### src/rtl/bus_ack_gen_pkg.sv
// Shared types and limits for the bus_ack_gen responder.
package bus_ack_gen_pkg;

    typedef enum logic [1:0] {
        IDLE = 2'd0,
        WAIT = 2'd1,
        ACK  = 2'd2
    } state_t;

    localparam int unsigned LATENCY_MIN = 1;
    localparam int unsigned LATENCY_MAX = 255;
    localparam int unsigned DEPTH_MIN   = 2;
    localparam int unsigned DEPTH_MAX   = 16;
    localparam int unsigned CNT_W       = 8;

endpackage

### src/rtl/bus_ack_gen_if.sv
// Request/acknowledge bus between the requester stage and bus_ack_gen.
interface bus_ack_gen_if #(
    parameter int unsigned DW    = 32,
    parameter int unsigned DEPTH = 4
) ();

    logic                         bus_req;
    logic [DW-1:0]                bus_data;
    logic                         bus_ack;
    logic [DW-1:0]                ack_data;
    logic [$clog2(DEPTH+1)-1:0]   pending;
    logic                         overflow;

    modport master (
        output bus_req, bus_data,
        input  bus_ack, ack_data, pending, overflow
    );

    modport slave (
        input  bus_req, bus_data,
        output bus_ack, ack_data, pending, overflow
    );

endinterface

### src/rtl/bus_ack_fifo.sv
// DEPTH x DW register FIFO; modulo-DEPTH pointers plus occupancy counter.
module bus_ack_fifo #(
    parameter int unsigned DEPTH = 4,
    parameter int unsigned DW    = 32
) (
    input  logic                       clk,
    input  logic                       reset_l,
    input  logic                       push,
    input  logic                       pop,
    input  logic [DW-1:0]              din,
    output logic [DW-1:0]              head,
    output logic                       full,
    output logic                       empty,
    output logic [$clog2(DEPTH+1)-1:0] count
);

    localparam int unsigned PW = (DEPTH > 1) ? $clog2(DEPTH) : 1;
    localparam int unsigned CW = $clog2(DEPTH + 1);

    logic [DW-1:0] mem [DEPTH];
    logic [PW-1:0] wr_ptr;
    logic [PW-1:0] rd_ptr;
    logic          do_push;
    logic          do_pop;

    assign full    = (count == CW'(DEPTH));
    assign empty   = (count == '0);
    assign do_pop  = pop && !empty;
    assign do_push = push && (!full || do_pop);
    assign head    = mem[rd_ptr];

    always_ff @(posedge clk) begin
        if (do_push) mem[wr_ptr] <= din;
    end

    always_ff @(posedge clk or negedge reset_l) begin
        if (!reset_l) begin
            wr_ptr <= '0;
            rd_ptr <= '0;
            count  <= '0;
        end else begin
            if (do_push) wr_ptr <= (wr_ptr == PW'(DEPTH - 1)) ? '0 : wr_ptr + PW'(1);
            if (do_pop)  rd_ptr <= (rd_ptr == PW'(DEPTH - 1)) ? '0 : rd_ptr + PW'(1);
            case ({do_push, do_pop})
                2'b10:   count <= count + CW'(1);
                2'b01:   count <= count - CW'(1);
                default: count <= count;
            endcase
        end
    end

endmodule

### src/rtl/bus_ack_gen.sv
// Request responder: FIFO-buffered requests, one single-cycle ack each after LATENCY cycles.
// Optional simulation checks enabled by defining BUS_ACK_GEN_ASSERT_EN.
module bus_ack_gen
    import bus_ack_gen_pkg::*;
#(
    parameter int unsigned DEPTH   = 4,
    parameter int unsigned LATENCY = 2,
    parameter int unsigned DW      = 32
) (
    input  logic         clk,
    input  logic         reset_l,
    bus_ack_gen_if.slave bus
);

    localparam int unsigned CW = $clog2(DEPTH + 1);
    localparam logic [CNT_W-1:0] LAT_M1 = CNT_W'(LATENCY - 1);

    state_t            state, state_nxt;
    logic [CNT_W-1:0]  cnt, cnt_nxt;
    logic [DW-1:0]     head;
    logic [DW-1:0]     ack_q;
    logic [CW-1:0]     count;
    logic              full;
    logic              empty;
    logic              push;
    logic              pop;
    logic              overflow_q;

    assign pop  = (state == ACK) && !empty;
    assign push = bus.bus_req && (!full || pop);

    bus_ack_fifo #(
        .DEPTH (DEPTH),
        .DW    (DW)
    ) u_fifo (
        .clk     (clk),
        .reset_l (reset_l),
        .push    (push),
        .pop     (pop),
        .din     (bus.bus_data),
        .head    (head),
        .full    (full),
        .empty   (empty),
        .count   (count)
    );

    always_ff @(posedge clk or negedge reset_l) begin
        if (!reset_l) begin
            state <= IDLE;
            cnt   <= '0;
        end else begin
            state <= state_nxt;
            cnt   <= cnt_nxt;
        end
    end

    // Every new head passes through WAIT loaded with LATENCY-1 (even for
    // LATENCY=1), so its ack lands exactly LATENCY edges after it became head
    // and back-to-back acks are always separated by at least one idle cycle.
    always_comb begin
        state_nxt = state;
        cnt_nxt   = cnt;
        case (state)
            IDLE: begin
                if (push) begin
                    state_nxt = WAIT;
                    cnt_nxt   = LAT_M1;
                end
            end
            WAIT: begin
                if (cnt == '0) state_nxt = ACK;
                else           cnt_nxt   = cnt - CNT_W'(1);
            end
            ACK: begin
                if (count > CW'(1) || push) begin
                    state_nxt = WAIT;
                    cnt_nxt   = LAT_M1;
                end else begin
                    state_nxt = IDLE;
                end
            end
            default: state_nxt = IDLE;
        endcase
    end

    always_ff @(posedge clk or negedge reset_l) begin
        if (!reset_l) begin
            ack_q      <= '0;
            overflow_q <= 1'b0;
        end else begin
            if (state == ACK)             ack_q      <= head;
            if (bus.bus_req && !push)     overflow_q <= 1'b1;
        end
    end

    // Outputs come only from registers (state, FIFO storage, held ack data).
    assign bus.bus_ack  = (state == ACK);
    assign bus.ack_data = (state == ACK) ? head : ack_q;
    assign bus.pending  = count;
    assign bus.overflow = overflow_q;

`ifdef BUS_ACK_GEN_ASSERT_EN
    if (LATENCY < LATENCY_MIN || LATENCY > LATENCY_MAX) begin : g_lat_chk
        $error("bus_ack_gen: LATENCY %0d out of range", LATENCY);
    end
    if (DEPTH < DEPTH_MIN || DEPTH > DEPTH_MAX) begin : g_depth_chk
        $error("bus_ack_gen: DEPTH %0d out of range", DEPTH);
    end

    logic req_prev;
    always_ff @(posedge clk or negedge reset_l) begin
        if (!reset_l) begin
            req_prev <= 1'b0;
        end else begin
            req_prev <= bus.bus_req;
            if (bus.bus_req && !push)
                $error("bus_ack_gen: request dropped, FIFO full");
            if (bus.bus_req && req_prev)
                $error("bus_ack_gen: bus_req high on consecutive cycles");
        end
    end
`endif

endmodule

### src/flat_wrapper.sv
// flat-port wrapper written by rule: the top's interface ports become plain ports
module bus_ack_gen_flat import bus_ack_gen_pkg::*;
#(
    parameter int unsigned DEPTH   = 4,
    parameter int unsigned LATENCY = 2,
    parameter int unsigned DW      = 32
)
  (clk, reset_l, bus_bus_req, bus_bus_data, bus_bus_ack, bus_ack_data, bus_pending, bus_overflow);
  bus_ack_gen_if #(.DW(DW), .DEPTH(DEPTH)) bus_i ();
  input  logic clk;
  input  logic reset_l;
  input wire logic [$bits(bus_i.bus_req)-1:0] bus_bus_req;
  input wire logic [$bits(bus_i.bus_data)-1:0] bus_bus_data;
  output wire logic [$bits(bus_i.bus_ack)-1:0] bus_bus_ack;
  output wire logic [$bits(bus_i.ack_data)-1:0] bus_ack_data;
  output wire logic [$bits(bus_i.pending)-1:0] bus_pending;
  output wire logic [$bits(bus_i.overflow)-1:0] bus_overflow;
  assign bus_i.bus_req = bus_bus_req;
  assign bus_i.bus_data = bus_bus_data;
  assign bus_bus_ack = bus_i.bus_ack;
  assign bus_ack_data = bus_i.ack_data;
  assign bus_pending = bus_i.pending;
  assign bus_overflow = bus_i.overflow;
  bus_ack_gen #(.DEPTH(DEPTH), .LATENCY(LATENCY), .DW(DW)) u_core (.clk(clk), .reset_l(reset_l), .bus(bus_i));
endmodule
### config.mk
export PLATFORM = sky130hd
export DESIGN_NAME = bus_ack_gen_flat
export DESIGN_NICKNAME = d
export VERILOG_FILES = /design/src/rtl/bus_ack_gen_pkg.sv /design/src/rtl/bus_ack_gen_if.sv /design/src/rtl/bus_ack_fifo.sv /design/src/rtl/bus_ack_gen.sv /design/src/flat_wrapper.sv
export SDC_FILE = /design/constraint.sdc
export NUM_CORES = 1
export LEC_CHECK = 0
export ABC_AREA = 1
export CORE_MARGIN = 3
export CORE_UTILIZATION = 51
export DETAILED_ROUTE_END_ITERATION = 12
export PLACE_DENSITY = 0.73
export RECOVER_POWER = 100
export SETUP_SLACK_MARGIN = 0.02
export SLEW_MARGIN = 20
export SYNTH_ARGS = -nofsm -noshare
export SYNTH_HDL_FRONTEND = slang
export SYNTH_SLANG_ARGS = --single-unit
export TNS_END_PERCENT = 30
### constraint.sdc
create_clock -name clk -period 3.45 [get_ports clk]
set_input_delay 0.69 -clock clk [delete_from_list [all_inputs] [get_ports clk]]
set_output_delay 0.69 -clock clk [all_outputs]
set_load 0.005 [all_outputs]
==> results of run 1 <==
==> cells by family (layout without fill, tap and decap cells) <==
logic type               Yosys count  count (layout)  share of synthesized area, %
AND/OR/NAND/NOR                  247             247                          13.8
flip-flops                       178             178                          71.9
AO/OA/AOI/OAI                    105             105                          8.03
buffers and inverters             58             148                          3.72
adder cells (fa/ha/maj)           12              12                          2.12
XOR/XNOR                           4               4                         0.494
==> path summary, 6_finish.rpt <==
path	start	endpoint	slack, ps	depth (start not counted)
worst max-delay path	u_core.u_fifo.rd_ptr[0]	bus_ack_data[28]	180	5
worst min-delay path	u_core.bus.overflow	u_core.bus.overflow	470	1
worst max register to register	u_core.u_fifo.count[0]	u_core.u_fifo.mem[0][28]	440	8
worst min register to register	u_core.bus.overflow	u_core.bus.overflow	470	1
max in group asynchronous	reset_l	u_core.u_fifo.rd_ptr[0]	1360	2
min in group asynchronous	reset_l	u_core.cnt[1]	640	2
==> layout by cell type (no fill, tap or decap), drive strengths merged <==
cell type	synthesis	layout
ha	12	12
edfxtp	128	128
inv	30	33
dlygate4sd3	0	65
nand3	10	10
clkdlybuf4s50	0	5
or2	1	1
o21ai	71	71
clkbuf	6	31
bufinv	0	2
a21oi	1	1
xor2	2	2
dfrtp	50	50
buf	22	8
a31o	1	1
nor3	2	2
nor2	182	182
clkinv	0	3
nand2	52	52
a31oi	32	32
xnor2	2	2
clkinvlp	0	1
==> worst reg2reg max path, cell delays in order (launching register included) <==
cell and delay (ps):
dfrtp_1 450, inv_1 110, ha_1 220, nand2_1 70, inv_1 50, nand2_2 50, nand2_1 250, nor2_2 940
clkbuf_1 510
==> where the power goes <==
part	total [uW]	switching (uW)	internal, uW
combinational	2370	1420	947
clock	1920	803	1120
sequential	3170	251	2920
==> final cells by class <==
cell class                      instances  area [sq um]
Fill cell                            1031          4820
Clock inverter                          9           123
Sequential cell                       178          5100
Multi-Input combinational cell        368          1730
Clock buffer                           23           468
Timing Repair Buffer                   86           820
Inverter                               30           113
Tap cell                              176           220
==> flip-flops by register name, summed over array words and instances (netlist names) <==
signal	flops
u_core.u_fifo.mem	128
u_core.state	2
u_core.u_fifo.wr_ptr	2
u_core.u_fifo.rd_ptr	2
u_core.cnt	8
u_core.bus.overflow	1
u_core.u_fifo.count	3
u_core.ack_q	32
==> through the flow <==
| stage | total power, uW | area (sq um) | instances | hold WS, ps |
|---|---|---|---|---|
| final | 7460 | 8580 | 870 | 473 |
| after global routing | 7970 | 8580 | 870 | 510 |
| after CTS | 7650 | 8620 | 870 | 250 |
| after detailed placement | 5700 | 8030 | 838 | 465 |
| after global placement | 5600 | 8030 | 838 | 454 |
| after floorplan | 4640 | 7090 | 604 | 394 |
==> layer usage <==
layer | wire [um] | vias up
li1 | - | 2215
met1 | 6380 | 2334
met2 | 7400 | 128
met3 | 693 | 21
met4 | 188 | 4
met5 | 27 | -
==> flow_summary_export.csv, run 1 <==
group,metric,value,unit
synth,synthTopCellsByCount,"178 x nor2_1, 128 x edfxtp_1, 67 x o21ai_0",
power,power_density,870,mW/mm^2
outcome,status,"finished with violations",
routing,viasPerCell,5.40,
critical_path,crit_type,"flop to primary output",
job,max-cap-violations,1,
clocking,cts_tree,"built",
timing,setup_tns,0,ps
placement,dp_hpwl,8900,um
routing,firstDrtPassIters,5,
synth,yosys_warnings,0,
min_path,hp-class,"flop to flop",
critical_path,cp_top_family,"buffers and inverters",
synth,synthCells,604,
placement,gp_congestion,0.807,
timing,finalCriticalPeriod,3270,ps
synth,synth_nets,651,
timing,setup_viol,0,
routing,drt-initial-drc-count,390,
floorplanning,num_io_pins,72,
timing,drv_slew,29,
timing,finClkSkew,8.61,ps
synth,mappedNetlistArea,0.00709,sq mm
synth,synthFlopType,"edfxtp_1",
global_route,use_met3,6.31,%
synth,synth_edf_count,128,
timing,hold_viol,0,
global_route,overflow,0,
global_route,met2_usage,34.6,%
routing,via_count,4702,
critical_path,slowest_stage,"dfrtp_4",
critical_path,worstPathRequired,2760,ps
power,vdd_drop_max,0.455,mV
synth,yosys.cell_count.top_type,"nor2_1",
global_route,gr-usage-all-layers,20.8,%
synth,synth_cell_types,25,
timing,rsz0062_at_grt,"false",
global_route,grt_pass1_wl,23900,um
final_layout,final_util,64.0,%
clocking,clkSlewWorstSetupHoldPaths,60,ps
critical_path,slowest_delay,640,ps
timing,timing.final.ws_setup,176,ps
synth,ys_seq_area_share,71.9,%
clocking,ctsHoldBuffers,0,
floorplanning,core-area,0.0134,sq mm
floorplanning,die-width,124,um
critical_path,cp_cell_sequence,"inv_1 > buf_4 > o21ai_0 > a31oi_1 > dlygate4sd3_1",
critical_path,end_kind,"primary output",
global_route,grt_max_degree,37,
routing,drt_wl_total,14700,um
placement,dpl_worst_slack,571,ps
synth,synth_top_area_share,54.2,%
routing,wl_per_cell,16.9,um
critical_path,path_max_fanout,36,
synth,synth.area.top_cells,"edfxtp_1 54%, dfrtp_1 18%, nor2_1 9.4%",
timing,min_period_over_period,94.9,%
clocking,cts_resized,0,
critical_path,cp.arrival,2580,ps
timing,max_freq,0.305,GHz
final_layout,drive_gt1_share,7.35,%
clocking,clockBufferDepth,2,
placement,io_buffers,71,
timing,slew_headroom,-17.6,%
global_route,antenna_found_initial,2,
synth,ys_ff_latch,178,
timing,worstMarginPinSlew,1760,ps
final_layout,antenna_cells,0,
global_route,grt.busiest_layer,"met2",
critical_path,startpoint_type,"flop",
floorplanning,die_height,124,um
synth,syn_area_per_cell,11.7,sq um
critical_path,timing.critical_path.buf_inv,3,
power,p_leak,0.00325,uW
clocking,htreeDepth,4,
clocking,clkLatencyLatePin,430,ps
clocking,postCtsSetupBuffers,0,
floorplanning,rows,42,
routing,drc,0,
synth,synth_area_leader_cell,"edfxtp_1",
routing,ant_nets,0,
outcome,violations,"max-capacitance violations, max-slew violations",
clocking,cts_made_buffers,17,
clocking,cts-root-buf,"clkbuf_16",
global_route,grt_pass1_vias,4752,
final_layout,syn2layout_area_growth,21.0,%
clocking,numClockSinks,178,
synth,asyncSetResetFlopFracSynth,28.1,%
final_layout,finalNetCount,728,
global_route,gr-usage-met1,26.6,%
floorplanning,start_util,52.9,%
floorplanning,dieArea,0.0153,sq mm
No activity file was read; power rests on OpenSTA's default activity.
==> inputs of run 2 (changes only) <==
==> constraint.sdc (replaced) <==
create_clock -name clk -period 3.21 [get_ports clk]
set_input_delay 0.642 -clock clk [delete_from_list [all_inputs] [get_ports clk]]
set_output_delay 0.642 -clock clk [all_outputs]
set_load 0.005 [all_outputs]
==> run 2 against run 1 <==
The run now ends clean. Highest routed layer unchanged. Clock skew is 1.3 ps lower. Utilization rose by 0.42 points. Power is 8.6% higher. Clock power grew 9%. Global-route usage is 0.20 points lower. Critical path depth unchanged. Sequential power grew 6.6%. Die area is the same. Non-clock buffer count up 8. Worst hold slack worse by 210 ps. Sequential share of layout area fell by 0.39 points. Critical path type unchanged.
==> flow_summary_export.csv, run 2 (synthesized netlist as in run 1, its figures left out) <==
group,metric,value,unit
outcome,status,"completed",
routing,wl_per_cell,16.8,um
clocking,numClockSinks,178,
critical_path,crit_type,"flop to primary output",
routing,route.met2.wl,7330,um
critical_path,startpoint_type,"flop",
final_layout,stdcell_area,0.00863,sq mm
placement,place_area,0.00807,sq mm
timing,max_freq,0.328,GHz
placement,gp_congestion,0.795,
floorplanning,start_util,52.9,%
final_layout,final_util,64.4,%
floorplanning,num_io_pins,72,
final_layout,seqCellArea,0.00510,sq mm
timing,worstMarginPinSlew,1350,ps
clocking,cts-root-buf,"clkbuf_16",
floorplanning,die-width,124,um
timing,finClkSkew,7.32,ps
clocking,clkSlewWorstSetupHoldPaths,60,ps
timing,rsz0062_at_grt,"true",
power,p_leak,0.00330,uW
routing,ant_nets,0,
final_layout,largest_reg_flops,128,
final_layout,top_regs,"u_core.u_fifo.mem: 128 flops, u_core.ack_q: 32 flops, u_core.cnt: 8 flops",
critical_path,end_kind,"primary output",
floorplanning,dieArea,0.0153,sq mm
global_route,grt_pass1_vias,4644,
timing,min_period_over_period,95.0,%
routing,firstDrtPassIters,5,
global_route,gr-usage-all-layers,20.6,%
critical_path,worstPathRequired,2570,ps
final_layout,final_common_cell,"nor2_1",
clocking,cts_made_buffers,17,
routing,viasPerCell,5.30,
min_path,hp-class,"primary input to async pin",
timing,finalCriticalPeriod,3050,ps
global_route,grt_pass1_wl,23500,um
final_layout,largest-register,"u_core.u_fifo.mem",
timing,drv_slew,0,
routing,via_count,4655,
power,power_density,939,mW/mm^2
floorplanning,rows,42,
job,max-cap-violations,0,
final_layout,drive_gt1_share,8.69,%
timing,hold_viol,0,
clocking,htreeDepth,4,
critical_path,cp.arrival,2410,ps
final_layout,finalNetCount,736,
routing,drc,0,
routing,top_layer_used,"met5",
clocking,clockBufferDepth,2,
routing,drt-initial-drc-count,288,
global_route,grt_max_degree,40,
timing,slew_headroom,9.42,%
timing,setup_viol,0,
final_layout,nFillCells,1023,
placement,dp_hpwl,9210,um
floorplanning,die_height,124,um
floorplanning,core-area,0.0134,sq mm
final_layout,multi_input_area,0.00172,sq mm
final_layout,antenna_cells,0,
final_layout,final_cell_mix,"179 x nor2_1, 128 x edfxtp_1, 67 x o21ai_0, 58 x dlygate4sd3_1, 50 x nand2_1",
clocking,cts_tree,"built",
critical_path,path_max_fanout,39,
final_layout,syn2layout_area_growth,21.8,%
timing,setup_tns,0,ps
power,vdd_drop_max,0.444,mV
clocking,clkLatencyLatePin,430,ps
routing,wl_met1,6300,um
placement,io_buffers,71,
routing,wl_met3,813,um
global_route,overflow,0,
routing,drt_wl_total,14700,um
global_route,antenna_found_initial,1,
==> run 2: per-layer routing <==
layer	up-vias	track usage, %
li1	2233	-
met1	2265	26.4
met2	131	33.4
met3	24	5.81
met4	2	8.08
met5	-	0
==> run 2: critical path, stage by stage, from the launching register on <==
cell and delay, ps:
dfrtp_1 440, nand2_2 140, clkinv_2 230, buf_12 260, a31oi_1 250, dlygate4sd3_1 650
==> run 2: timing repair <==
| item | 4_1_cts | 5_1_grt |
|---|---|---|
| hold buffers | 0 | 0 |
| pin swaps | 0 | 0 |
| cloned | 0 | 0 |
| setup endpoints to repair | 10 | 5 |
| buffers inserted | 1 | 0 |
| resized for setup | 2 | 6 |
==> run 2: stage by stage <==
stage          power [uW]  hold slack [ps]  setup WS (ps)  cells
6_report             8100              265            160    878
5_1_grt              8620              325           10.9    878
4_1_cts              8290              108            101    878
3_5_place_dp         6150              456            411    845
3_3_place_gp         6040              453            445    845
2_1_floorplan        4990              346            479    604
==> run 2: path summary, 6_finish.rpt <==
check	from	end	slack [ps]	cells after the start
hold reg to reg	u_core.bus.overflow	u_core.bus.overflow	460	1
setup / recovery	u_core.state[1]	bus_ack_data[14]	160	5
max in group asynchronous	reset_l	u_core.u_fifo.rd_ptr[0]	1240	2
min in group clk	u_core.bus.overflow	u_core.bus.overflow	460	1
hold / removal	reset_l	u_core.u_fifo.count[0]	270	1
setup reg to reg	u_core.u_fifo.count[0]	u_core.u_fifo.mem[1][27]	220	8
==> run 2: area by class of cell <==
class                           instances  area share [%]
Clock inverter                          8            1.17
Tap cell                              176            2.55
Clock buffer                           24            5.83
Inverter                               30            1.32
Multi-Input combinational cell        368            20.0
Sequential cell                       178            59.1
Timing Repair Buffer                   94            10.1
==> run 2: where the power goes <==
group	internal, uW	total, uW	leakage (uW)	switching [uW]
clock network	1260	2090	0.000299	833
registers	3130	3380	0.00176	250
logic	1060	2630	0.00124	1570
total	5450	8100	0.00330	2650
==> inputs of run 3 (changes only) <==
--- a/config.mk
+++ b/config.mk
@@ -6,12 +6,15 @@
 export NUM_CORES = 1
 export LEC_CHECK = 0
 export ABC_AREA = 1
+export CELL_PAD_IN_SITES_DETAIL_PLACEMENT = 1
+export CELL_PAD_IN_SITES_GLOBAL_PLACEMENT = 2
 export CORE_MARGIN = 3
-export CORE_UTILIZATION = 51
+export CORE_UTILIZATION = 38
 export DETAILED_ROUTE_END_ITERATION = 12
-export PLACE_DENSITY = 0.73
+export PLACE_DENSITY_LB_ADDON = 0.1
 export RECOVER_POWER = 100
-export SETUP_SLACK_MARGIN = 0.02
+export SETUP_SLACK_MARGIN = 0.15
+export SKIP_LAST_GASP = 1
 export SLEW_MARGIN = 20
 export SYNTH_ARGS = -nofsm -noshare
 export SYNTH_HDL_FRONTEND = slang
==> run 3 against run 2 <==
Power rose by 3.0%. Sequential cell count did not move. Clock power rose by 3%. Critical endpoint is now bus_ack_data[31]. First-iteration DRC count fell by 15%.
==> flow_summary_export.csv, run 3 (synthesized netlist as in run 1, its figures left out) <==
group,metric,value,unit
final_layout,final_cell_mix,"177 x nor2_1, 128 x edfxtp_1, 67 x o21ai_0, 67 x dlygate4sd3_1, 50 x nand2_1",
clocking,cts-root-buf,"clkbuf_16",
final_layout,stdcell_area,0.00880,sq mm
placement,io_buffers,71,
clocking,htreeDepth,4,
min_path,holdPathStages,1,
timing,setup_tns,0,ps
floorplanning,start_util,39.1,%
global_route,antenna_found_initial,1,
clocking,clockBufferDepth,2,
floorplanning,rows,49,
floorplanning,dieArea,0.0203,sq mm
timing,finalCriticalPeriod,3030,ps
clocking,clkSlewWorstSetupHoldPaths,70,ps
timing,hold_viol,0,
global_route,grt_pass1_vias,4927,
job,max-cap-violations,0,
critical_path,crit_type,"flop to primary output",
final_layout,final_common_cell,"nor2_1",
global_route,grt_max_degree,37,
floorplanning,num_io_pins,72,
placement,gp_congestion,0.774,
power,vdd_drop_max,0.432,mV
outcome,status,"completed",
critical_path,end_kind,"primary output",
floorplanning,die-width,143,um
critical_path,worstPathRequired,2570,ps
timing,slew_headroom,11.6,%
timing,rsz0062_at_grt,"true",
timing,max_freq,0.330,GHz
routing,drt_wl_total,17600,um
routing,drt-initial-drc-count,244,
power,power_density,949,mW/mm^2
global_route,gr-usage-all-layers,17.6,%
placement,dp_hpwl,10200,um
final_layout,top_regs,"u_core.u_fifo.mem: 128 flops, u_core.ack_q: 32 flops, u_core.cnt: 8 flops",
final_layout,drive_gt1_share,9.00,%
routing,wl_per_cell,18.9,um
power,p_leak,0.00331,uW
global_route,grt_pass1_wl,27100,um
final_layout,syn2layout_area_growth,24.1,%
critical_path,path_max_fanout,22,
routing,drc,0,
critical_path,r2r-end,"u_core.u_fifo.mem[0][9]",
timing,min_period_over_period,94.5,%
min_path,min-delay-start,"u_core.bus.overflow",
critical_path,r2r_setup_slack,400,ps
critical_path,startpoint_type,"flop",
final_layout,finalNetCount,734,
floorplanning,die_height,143,um
global_route,overflow,0,
routing,firstDrtPassIters,4,
routing,via_count,4684,
timing,worstMarginPinSlew,1330,ps
final_layout,largest_reg_flops,128,
critical_path,cp.arrival,2390,ps
clocking,cts_made_buffers,17,
critical_path,ff2ff_path_depth,8,
timing,setup_viol,0,
routing,viasPerCell,5.04,
min_path,hp-class,"flop to flop",
clocking,numClockSinks,178,
clocking,clkLatencyLatePin,430,ps
placement,place_area,0.00812,sq mm
critical_path,timing.rr.start,"u_core.u_fifo.count[0]",
critical_path,startpoint,"u_core.u_fifo.rd_ptr[1]",
floorplanning,core-area,0.0181,sq mm
timing,drv_slew,0,
final_layout,largest-register,"u_core.u_fifo.mem",
min_path,whs_endpoint,"u_core.bus.overflow",
routing,ant_nets,0,
timing,finClkSkew,14.0,ps
clocking,cts_tree,"built",
run 3: power by group:
part | switching [uW] | leakage, uW | internal (uW)
clock | 914 | 0.000289 | 1240
combinational | 1690 | 0.00126 | 1120
sequential | 235 | 0.00176 | 3140
total | 2840 | 0.00331 | 5500
run 3: cell type report:
type,count,area (sq um)
Fill cell,1918,9350
Tap cell,229,287
Multi-Input combinational cell,368,1740
Inverter,30,118
Clock buffer,19,433
Timing Repair Buffer,92,941
Clock inverter,13,180
Antenna cell,1,2.50
Sequential cell,178,5100
run 3: metal layers:
metal  part of all wire, %  up-vias  GRT usage (%)
met3                   3.3       13           3.86
met4                   1.0        0           5.05
li1                      -     2233              -
met5                     0        -              0
met1                    46     2356           22.9
met2                    50       82           29.8
run 3: how the worst max path moves through the flow:
stage | to | slack (ps) | cells past startpoint
4_1_cts | bus_ack_data[12] | 170 | 6
6_report | bus_ack_data[31] | 180 | 6
2_1_floorplan | u_core.u_fifo.mem[3][0] | 480 | 7
3_5_place_dp | bus_ack_data[21] | 450 | 6
3_3_place_gp | bus_ack_data[21] | 470 | 6
5_1_grt | bus_ack_data[31] | 60 | 6
run 3: critical path: stages (launching register included):
cell and delay, ps:
dfrtp_1 470, inv_1 90, buf_4 240, nor2_1 130, o21ai_0 90, a31oi_1 320, dlygate4sd3_1 620
run 3: metrics by stage:
| stage | cells | worst slack [ps] | hold slack, ps | total power, uW | util (%) |
|---|---|---|---|---|---|
| 6_report | 930 | 178 | 465 | 8350 | 48.5 |
| 5_1_grt | 930 | 62.3 | 481 | 8910 | 48.5 |
| 4_1_cts | 925 | 172 | 198 | 8600 | 48.6 |
| 3_5_place_dp | 890 | 452 | 457 | 6280 | 44.7 |
| 3_3_place_gp | 890 | 475 | 464 | 6170 | 44.7 |
| 2_1_floorplan | 604 | 479 | 346 | 4990 | - |
run 3: repair_timing:
| item | in CTS | in global routing |
|---|---|---|
| hold buffers | 0 | 0 |
| pin swaps | 1 | 2 |
| gates cloned | 1 | 1 |
| buffers inserted | 2 | 3 |
| resized for setup | 8 | 2 |
| endpoints found under the setup margin | 26 | 24 |
